<file path="src/rtl/uart_tx_frame.sv">
// UART frame transmitter: start, LSB-first data, optional parity, stop; one bit per CLK.
// Latency: start bit appears on TX_OUT one cycle after Data_Valid is accepted in IDLE.
// Backpressure: requests seen while Busy=1 are dropped, not queued; caller watches Busy.
module uart_tx_frame #(
    parameter int DATA_WIDTH = 8
) (
    input  logic                  CLK,
    input  logic                  RST,
    input  logic [DATA_WIDTH-1:0] P_DATA,
    input  logic                  Data_Valid,
    input  logic                  PAR_EN,
    input  logic                  PAR_TYP,
    output logic                  TX_OUT,
    output logic                  Busy
);

    localparam int CW = (DATA_WIDTH > 1) ? $clog2(DATA_WIDTH) : 1;
    localparam logic [CW-1:0] LAST_BIT = CW'(DATA_WIDTH - 1);

    typedef enum logic [2:0] {
        IDLE,
        START,
        DATA,
        PARITY,
        STOP
    } state_t;

    state_t                state;
    state_t                state_nxt;
    logic [DATA_WIDTH-1:0] data_q;
    logic [DATA_WIDTH-1:0] data_nxt;
    logic                  par_en_q;
    logic                  par_en_nxt;
    logic                  par_typ_q;
    logic                  par_typ_nxt;
    logic [CW-1:0]         cnt;
    logic [CW-1:0]         cnt_nxt;
    logic                  tx_nxt;
    logic                  busy_nxt;

    always_ff @(posedge CLK) begin
        if (RST) begin
            state     <= IDLE;
            data_q    <= '0;
            par_en_q  <= 1'b0;
            par_typ_q <= 1'b0;
            cnt       <= '0;
            TX_OUT    <= 1'b1;
            Busy      <= 1'b0;
        end else begin
            state     <= state_nxt;
            data_q    <= data_nxt;
            par_en_q  <= par_en_nxt;
            par_typ_q <= par_typ_nxt;
            cnt       <= cnt_nxt;
            TX_OUT    <= tx_nxt;
            Busy      <= busy_nxt;
        end
    end

    always_comb begin
        state_nxt   = state;
        data_nxt    = data_q;
        par_en_nxt  = par_en_q;
        par_typ_nxt = par_typ_q;
        cnt_nxt     = cnt;
        case (state)
            IDLE: begin
                if (Data_Valid) begin
                    data_nxt    = P_DATA;
                    par_en_nxt  = PAR_EN;
                    par_typ_nxt = PAR_TYP;
                    state_nxt   = START;
                end
            end
            START: begin
                cnt_nxt   = '0;
                state_nxt = DATA;
            end
            DATA: begin
                if (cnt == LAST_BIT) begin
                    state_nxt = par_en_q ? PARITY : STOP;
                end else begin
                    cnt_nxt = cnt + CW'(1);
                end
            end
            PARITY:  state_nxt = STOP;
            STOP:    state_nxt = IDLE;
            default: state_nxt = IDLE;
        endcase
    end

    // Line value is decoded from the next state so TX_OUT/Busy stay pure flop outputs.
    always_comb begin
        tx_nxt   = 1'b1;
        busy_nxt = (state_nxt != IDLE);
        case (state_nxt)
            IDLE:    tx_nxt = 1'b1;
            START:   tx_nxt = 1'b0;
            DATA:    tx_nxt = data_q[cnt_nxt];
            PARITY:  tx_nxt = (^data_q) ^ par_typ_q;
            STOP:    tx_nxt = 1'b1;
            default: tx_nxt = 1'b1;
        endcase
    end

endmodule

</file>
<file path="config.mk">
export PLATFORM = sky130hd
export DESIGN_NAME = uart_tx_frame
export DESIGN_NICKNAME = d
export VERILOG_FILES = /design/src/rtl/uart_tx_frame.sv
export SDC_FILE = /design/constraint.sdc
export NUM_CORES = 1
export LEC_CHECK = 0
export CAP_MARGIN = 15
export CORE_ASPECT_RATIO = 0.9
export CORE_MARGIN = 2
export CORE_UTILIZATION = 45
export DETAILED_ROUTE_END_ITERATION = 16
export PLACE_DENSITY = 0.72
export SLEW_MARGIN = 25
export SYNTH_ARGS = -nofsm -noshare
export SYNTH_HDL_FRONTEND = slang
export SYNTH_SLANG_ARGS = --single-unit
export TNS_END_PERCENT = 30
</file>
<file path="constraint.sdc">
create_clock -name CLK -period 2.22 [get_ports CLK]
set_input_delay 0.333 -clock CLK [delete_from_list [all_inputs] [get_ports CLK]]
set_output_delay 0.333 -clock CLK [all_outputs]
set_load 0.05 [all_outputs]
</file>
==> results of run 1 <==
-- metrics by stage --
step           cells  setup slack (ps)  util, %  total power (uW)  cell area [um^2]
2_1_floorplan    126               322        -               497              1030
3_3_place_gp     165              75.9     55.4               551              1210
3_5_place_dp     165             -1.63     55.4               557              1210
4_1_cts          168              46.1     56.5               726              1230
5_1_grt          168              7.04     57.6               759              1260
6_report         168               128     57.6               722              1260
-- cell families (layout without fill, tap and decap cells) --
group / Yosys count / after routing
flops: 18 / 18
xor+xnor: 7 / 7
fa+ha+maj: 1 / 1
buf+inv: 11 / 26
compound gates: 31 / 31
simple gates: 57 / 57
mux: 1 / 1
-- worst paths after layout --
kind              startpoint         to  slack, ps  cells after the start
hold / removal     par_typ_q  par_typ_q        480                      2
hold reg to reg    par_typ_q  par_typ_q        480                      2
setup reg to reg      cnt[0]     TX_OUT        130                      6
setup / recovery      cnt[0]     TX_OUT        130                      6
-- timing repair --
action | CTS | global route
hold buffers | 0 | 0
resized for setup | 1 | 6
setup endpoints to repair | 1 | 1
endpoints found under the hold margin | 0 | 0
cloned | 0 | 0
pin swaps | 0 | 0
-- power breakdown --
| group | internal, uW | switching [uW] | leakage [uW] |
|---|---|---|---|
| registers | 344 | 25.6 | 0.000148 |
| clock network | 63.5 | 106 | 0.0000138 |
| logic | 97.4 | 85.7 | 0.000301 |
-- worst min-delay path, cell delays in order, from the launching register on --
cell and delay [ps]:
dfxtp_1 330, nand2_1 60, a21oi_1 50
-- layout make-up --
class                           count  share of cell area, %
Inverter                            3                  0.896
Tap cell                           27                   2.69
Timing Repair Buffer               20                   14.7
Sequential cell                    18                   28.8
Multi-Input combinational cell     97                   51.1
Clock buffer                        3                   1.79
-- routing by layer --
metal / wire length [um] / up-vias / GRT usage, %
li1: - / 489 / -
met1: 1060 / 437 / 25.8
met2: 1090 / 27 / 29.9
met3: 111 / 7 / 2.76
met4: 75 / 0 / 12.1
met5: 0 / - / 0
-- registers in the layout, summed over array words and instances (netlist names) --
register and flops:
state 3, data_q 8, par_typ_q 1, par_en_q 1, Busy 1, TX_OUT 1
cnt 3
-- placed cells by master, fill, tap and decap left out, types with 2 or more instances in the layout --
| master | Yosys | layout |
|---|---|---|
| xnor2_1 | 5 | 5 |
| dfxtp_1 | 18 | 17 |
| nor4b_1 | 2 | 2 |
| nor2b_1 | 2 | 2 |
| buf_4 | 0 | 6 |
| nand4_1 | 2 | 2 |
| o311ai_0 | 2 | 2 |
| a21oi_1 | 12 | 12 |
| nand3_1 | 3 | 3 |
| clkbuf_4 | 0 | 3 |
| nor3_1 | 4 | 3 |
| a2111oi_2 | 0 | 2 |
| and4_1 | 2 | 2 |
| nor2_1 | 6 | 6 |
| and2_1 | 2 | 2 |
| o21a_1 | 2 | 2 |
| nand2_1 | 25 | 25 |
| inv_1 | 3 | 3 |
| clkdlybuf4s50_1 | 0 | 14 |
| a211oi_1 | 3 | 3 |
==> key figures, run 1 <==
Outcome
  • Status: completed

STA
  • Clock period minus worst slack: 2090 ps
  • Clock Skew: 7.50 ps
  • Max Freq: 478 MHz
  • Final Hold Fails: 0
  • RSZ-0062 raised after global routing: false
  • Final setup fails: 0
  • Slew Viols, Final: 0
  • Slew HR: 67.0%
  • Worst slew pin tran: 493 ps
  • Hold_ws: 479 ps
  • Final setup TNS: 0 ps
  • Final Cycle Share: 94.2%

Yosys
  • Gate Count Post-Synth: 126
  • Register bit total from synthesis: 18
  • Syn Area/Cell: 8.18 um^2
  • Largest family of logic cells by synthesized area: simple AND/OR/NAND/NOR gates
  • Top-count cell post-synth: nand2_1
  • Dominant synthesized flop cell: dfxtp_1
  • Sequential area share after synthesis: 35.0%
  • Post-synth top area cell: dfxtp_1
  • Count of flip-flops with a built-in enable after synthesis: 0
  • Simple-gate area share of the yosys netlist: 29.4%
  • Xor/xnor share of the synthesized area: 7.28%
  • Async set or reset register ratio after synthesis: 0%
  • Adder-Cell Fraction of Synth Area: 1.21%
  • Synth Warn #: 0
  • Synth Area in Compound Gates: 21.0%
  • Ranking of synthesized cells by area: dfxtp_1, nand2_1, a21oi_1
  • Unique masters post-synth: 43
  • Top cells by count, synth: nand2_1, dfxtp_1, a21oi_1, nor2_1, xnor2_1
  • Net Count, Synth: 140
  • Share of the synthesized area in the top cell type: 35.0%
  • Mux contribution to synthesized area: 1.09%
  • Syn Std Cell Area: 1030 um^2

CTS
  • Clock-pin transition on the worst setup and hold timing paths: 100 ps
  • Root buffer cell: clkbuf_4
  • Clock Path Buffers: 2
  • Post CTS Setup Buffer Count: 0
  • Clock sink total: 18
  • Total CTS buffers: 3
  • H-tree depth: 1
  • Worst skew pair latency: 310 ps
  • CTS tree: done

Layout
  • Reg area: 362 um^2
  • Antenna diodes: 0
  • Fillers: 214
  • Nets@finish: 157
  • Syn-to-layout area delta: 21.8%
  • Area occupied by multi-input gates: 642 um^2
  • Layout cells sized above 1: 12.8%

Setup path
  • CP Capture Type: register
  • Critical path's largest stage delay: 540 ps
  • CP delay by family, top: simple AND/OR/NAND/NOR gates
  • Crit path kind: reg -> reg
  • Critical Path Start Type: register
  • Slowest CP cell: or4b_1
  • Worst EP required: 2440 ps
  • CP max FO: 7
  • WP data arrival: 2320 ps
  • Crit-path cells: ha_1, nor4bb_2, or4b_1, a22o_1, and4_4, o311ai_1
  • WP buf/inv: 0

Power and ir drop
  • Power Dens Cells: 575 nW/um^2
  • Leakage: 0.000463 uW
  • Max IR drop VDD: 0.400 mV

Drt
  • Wire per inst: 13.9 um
  • Number of routed nets with antenna violations: 0
  • Via count: 960
  • Residual DRC: 0
  • Final WL: 2340 um
  • Vias per inst: 5.71
  • Pre-Repair DR Iteration Count: 4
  • Starting DRT DRC Count: 26

Floorplanning
  • Die Ht: 49.4 um
  • Core footprint: 2180 um^2
  • Die ar.: 2690 um^2
  • Row count: 16
  • Initial core utilization: 47.2%
  • IO Count: 15
  • Die width: 54.5 um

Placed design
  • Port bufs: 14
  • DP Wirelength: 1790 um
  • GPL Wtd Cong: 0.915

Global routing
  • Largest net degree at the start of global routing: 15
  • Vias in the first global route: 888
  • Total congestion overflow: 0
  • All-Layer GR Usage: 19.8%
  • Initial antenna violation count: 0
  • Global-route wire length before repair: 3840 um

Run
  • Max-cap viol count: 0

Min path
  • Worst hold path type: reg -> reg
(Power assumes the default switching activity.)
==> run 2: changes to the inputs <==
PLACE_DENSITY = not set   (was 0.72)
PLACE_DENSITY_LB_ADDON = 0.1   (was not set)
==> run 2 against run 1 <==
Compared with the run above: first-iteration DRC count is 12% lower; design area is 0.60% higher; routed wire length decreased by 0.73%; combinational power hardly changed; via count is 0.42% lower; clock skew decreased by 2.2 ps; worst hold slack got worse by 1.1 ps; largest power group unchanged.
==> key figures, run 2 (same netlist as run 1, synthesis figures left out) <==
Outcome
  • Status: completed

Global routing
  • Vias in the first global route: 866
  • All-Layer GR Usage: 19.2%
  • Largest net degree at the start of global routing: 15
  • Global-route wire length before repair: 3790 um
  • Total congestion overflow: 0
  • Initial antenna violation count: 0

Drt
  • Residual DRC: 0
  • Number of routed nets with antenna violations: 0
  • Vias per inst: 5.69
  • Pre-Repair DR Iteration Count: 4
  • Via count: 956
  • Wire per inst: 13.8 um
  • Final WL: 2320 um
  • Starting DRT DRC Count: 23

Setup path
  • CP max FO: 7
  • Critical Path Start Type: register
  • CP Capture Type: register
  • Crit path kind: reg -> reg
  • WP data arrival: 2310 ps
  • Worst EP required: 2420 ps

STA
  • Final setup fails: 0
  • Final Hold Fails: 0
  • Final setup TNS: 0 ps
  • Slew Viols, Final: 0
  • RSZ-0062 raised after global routing: false
  • Final Cycle Share: 95.0%
  • Clock Skew: 5.34 ps
  • Slew HR: 65.7%
  • Clock period minus worst slack: 2110 ps
  • Worst slew pin tran: 514 ps
  • Max Freq: 474 MHz

Power and ir drop
  • Net switching power: 218 uW
  • Sw Share: 28.7%
  • Sequential share of power: 48.9%
  • Gate power share: 23.8%
  • Power share of the clock group: 27.2%
  • Leakage: 0.000466 uW
  • Max IR drop VDD: 0.400 mV
  • Power Dens Cells: 600 nW/um^2
  • Int Power: 540 uW

Floorplanning
  • Die width: 54.5 um
  • Die Ht: 49.4 um
  • Core footprint: 2180 um^2
  • IO Count: 15
  • Initial core utilization: 47.2%
  • Row count: 16
  • Die ar.: 2690 um^2

Layout
  • Antenna diodes: 0
  • Final instance area: 1260 um^2
  • Top flop regs: data_q (8), cnt (3), state (3)
  • Leading cell type in the layout, fill and taps excluded: nand2_1
  • Layout cells sized above 1: 12.8%
  • Nets@finish: 156
  • Max FFs per register: 8
  • Syn-to-layout area delta: 22.6%
  • Reg with most FFs: data_q
  • Commonest cells after routing, fill and taps aside: nand2_1, dfxtp_1, clkdlybuf4s50_1, a21oi_1, nor2_1

Run
  • Max-cap viol count: 0

CTS
  • Post CTS Setup Buffer Count: 0
  • Total CTS buffers: 3
  • Root buffer cell: clkbuf_4
  • CTS tree: done
  • Clock-pin transition on the worst setup and hold timing paths: 110 ps
  • Worst skew pair latency: 300 ps
  • Clock sink total: 18
  • Clock Path Buffers: 2
  • H-tree depth: 1

Placed design
  • Area post-placement: 1210 um^2
  • DP Wirelength: 1670 um
  • Port bufs: 14
  • GPL Wtd Cong: 0.932

Min path
  • Worst hold path type: reg -> reg
[run 2: metrics by stage]
| stage | cells | hold WS (ps) | total power, uW | worst slack [ps] | util [%] |
|---|---|---|---|---|---|
| global placement | 164 | 463 | 552 | 169 | 55.3 |
| finish | 168 | 478 | 758 | 111 | 57.9 |
| global route | 168 | 523 | 796 | 28.3 | 57.9 |
| floorplan | 126 | 445 | 497 | 322 | - |
| CTS | 168 | 484 | 760 | 83.5 | 57.0 |
| detailed placement | 164 | 467 | 554 | 113 | 55.3 |
[run 2: final cells by class]
| class | instances | area [um^2] |
|---|---|---|
| Inverter | 3 | 11.3 |
| Multi-Input combinational cell | 97 | 644 |
| Fill cell | 192 | 918 |
| Clock buffer | 4 | 36.3 |
| Tap cell | 27 | 33.8 |
| Timing Repair Buffer | 19 | 178 |
| Sequential cell | 18 | 360 |
[run 2: worst paths after layout]
| kind | start | to | slack [ps] | cells after the start |
|---|---|---|---|---|
| worst max-delay path | cnt[0] | TX_OUT | 110 | 6 |
| worst min-delay path | par_typ_q | par_typ_q | 480 | 2 |
| worst max register to register | cnt[0] | TX_OUT | 110 | 6 |
| worst min register to register | par_typ_q | par_typ_q | 480 | 2 |
[run 2: routing by layer]
layer / part of all wire [%] / global-route usage, % / wire length, um / vias up
met5: 0 / 0 / 0 / -
met2: 50 / 28.9 / 1160 / 21
li1: - / - / - / 486
met4: 1.2 / 7.50 / 29 / 0
met3: 4.6 / 5.52 / 107 / 5
met1: 44 / 25.3 / 1030 / 444
[run 2: critical path: stages (launching register included)]
cell and delay, ps:
dfxtp_1 400, ha_2 250, nor4bb_2 200, or4b_1 530
a22o_1 190, and4_4 170, o311ai_1 270
[run 2: power by group through the flow]
stage | sequential [uW] | combinational, uW | clock, uW
2_1_floorplan | 377 | 120 | 0
3_3_place_gp | 376 | 176 | 0
3_5_place_dp | 376 | 178 | 0
4_1_cts | 369 | 179 | 212
5_1_grt | 375 | 197 | 224
6_report | 371 | 181 | 207
[run 2: repair_timing]
item	in CTS	in global routing
gates resized for setup	0	6
setup endpoints to repair	0	1
hold buffers	0	0
==> run 3: changes to the inputs <==
CTS_BUF_LIST = sky130_fd_sc_hd__clkbuf_8   (was not set)
==> run 3 against run 2 <==
Compared with the run above: global-route usage is 0.20 points higher; utilization is 0.86 points higher; via count is 1.0% higher; sequential power hardly changed; worst hold slack worse by 5.1 ps; critical path depth stayed put; design area is 1.5% higher; total power is 8.9% higher; critical path type unchanged; largest power group unchanged.
==> key figures, run 3 (same netlist as run 1, synthesis figures left out) <==
STA
  • Worst slew pin tran: 531 ps
  • RSZ-0062 raised after global routing: false
  • Slew Viols, Final: 0
  • Clock Skew: 3.79 ps
  • Final setup TNS: 0 ps
  • Max Freq: 477 MHz
  • Slew HR: 64.6%
  • Clock period minus worst slack: 2100 ps
  • Final setup fails: 0
  • Final Hold Fails: 0
  • Final Cycle Share: 94.5%

Setup path
  • Critical R2R Capture: TX_OUT
  • CP delay by family, top: compound AO/OA/AOI/OAI gates
  • CP Capture Type: register
  • WP buf/inv: 0
  • Critical path's largest stage delay: 470 ps
  • Stages on worst setup path: 6
  • WP data arrival: 2220 ps
  • Crit path kind: reg -> reg
  • Crit-path cells: ha_2, a21boi_2, o211ai_1, mux2_2, a2111oi_0, o311ai_1
  • Slowest CP cell: dfxtp_1
  • Critical Path Start Type: register
  • Worst r2r path cells: 6
  • CP max FO: 7
  • Worst EP required: 2340 ps
  • Critical path origin: cnt[0]
  • R2R Setup Slk: 120 ps
  • Launching point of the worst reg2reg path: cnt[0]

Global routing
  • Global-route wire length before repair: 3820 um
  • Initial antenna violation count: 0
  • Vias in the first global route: 853
  • Total congestion overflow: 0
  • Largest net degree at the start of global routing: 15
  • All-Layer GR Usage: 19.4%

Power and ir drop
  • Power Dens Cells: 643 nW/um^2
  • Leakage: 0.000473 uW
  • Max IR drop VDD: 0.370 mV

CTS
  • Clock-pin transition on the worst setup and hold timing paths: 70 ps
  • Post CTS Setup Buffer Count: 0
  • Root buffer cell: clkbuf_8
  • Clock sink total: 18
  • Hold_buf cts: 0
  • H-tree depth: 1
  • Total CTS buffers: 3
  • Worst skew pair latency: 260 ps
  • Clock Path Buffers: 2
  • CTS tree: done

Placed design
  • Area post-placement: 1210 um^2
  • GPL Wtd Cong: 0.932
  • DP Wirelength: 1670 um
  • Port bufs: 14
  • Cell total after placement: 164

Drt
  • Via count: 966
  • Metal3 WL: 125 um
  • Vias per inst: 5.75
  • Number of routed nets with antenna violations: 0
  • Uppermost layer routed: met4
  • Pre-Repair DR Iteration Count: 4
  • Wl on met1: 1030 um
  • Final WL: 2360 um
  • Starting DRT DRC Count: 24
  • Wire per inst: 14.0 um
  • Residual DRC: 0
  • Met2 routed WL: 1170 um

Layout
  • Top flop regs: data_q (8), cnt (3), state (3)
  • Layout cells sized above 1: 12.8%
  • Nets@finish: 156
  • Leading cell type in the layout, fill and taps excluded: nand2_1
  • Max FFs per register: 8
  • Antenna diodes: 0
  • Final instance area: 1280 um^2
  • Commonest cells after routing, fill and taps aside: nand2_1, dfxtp_1, clkdlybuf4s50_1, a21oi_1, nor2_1
  • Final instance count without filler cells: 168
  • Reg with most FFs: data_q
  • Syn-to-layout area delta: 24.4%

Floorplanning
  • Core footprint: 2180 um^2
  • Initial core utilization: 47.2%
  • Die Ht: 49.4 um
  • Row count: 16
  • Die width: 54.5 um
  • Die ar.: 2690 um^2
  • IO Count: 15

Outcome
  • Status: completed

Min path
  • HP Start: par_typ_q
  • Worst hold path type: reg -> reg
  • Hold-critical path depth: 2
  • Hold EP: par_typ_q

Run
  • Max-cap viol count: 0
-- run 3: layout make-up --
type / count / area, um^2
fillers: 192 / 900
flip-flops and latches: 18 / 360
inverters: 3 / 11.3
repair buffers: 19 / 178
clock buffers: 4 / 55.1
well taps: 27 / 33.8
multi-input cells: 97 / 644
-- run 3: how the worst max path moves through the flow --
stage / to / slack, ps
after floorplan: TX_OUT / 320
after global placement: TX_OUT / 170
after detailed placement: TX_OUT / 110
after CTS: TX_OUT / 70
after global routing: TX_OUT / 50
final: TX_OUT / 120
-- run 3: per-layer routing --
metal,GRT usage [%],up-vias
li1,-,484
met1,25.4,445
met2,29.7,31
met3,6.44,6
met4,5.83,0
met5,0,-
-- run 3: power breakdown --
part | internal [uW] | switching, uW | total [uW]
registers | 344 | 26.7 | 371
logic | 96.3 | 84.1 | 180
clock network | 158 | 116 | 274
-- run 3: through the flow --
step           hold WS [ps]  power, uW  worst slack (ps)  util, %
4_1_cts                 478        827              70.1     57.9
6_report                473        825               123     58.8
5_1_grt                 512        860              46.9     58.8
3_3_place_gp            463        552               169     55.3
2_1_floorplan           445        497               322        -
3_5_place_dp            467        554               113     55.3
-- run 3: worst register-to-register path, delay by kind of cell, from the launching register on --
kind / cells / cell delay [ps]
adders and majority gates: 1 / 290
AOI/OAI and AO/OA: 4 / 860
muxes: 1 / 360
DFF: 1 / 470
-- run 3: timing repair --
| item | in CTS | in global routing |
|---|---|---|
| hold endpoints to repair | 0 | 0 |
| resized for setup | 0 | 6 |
| setup endpoints to repair | 0 | 1 |
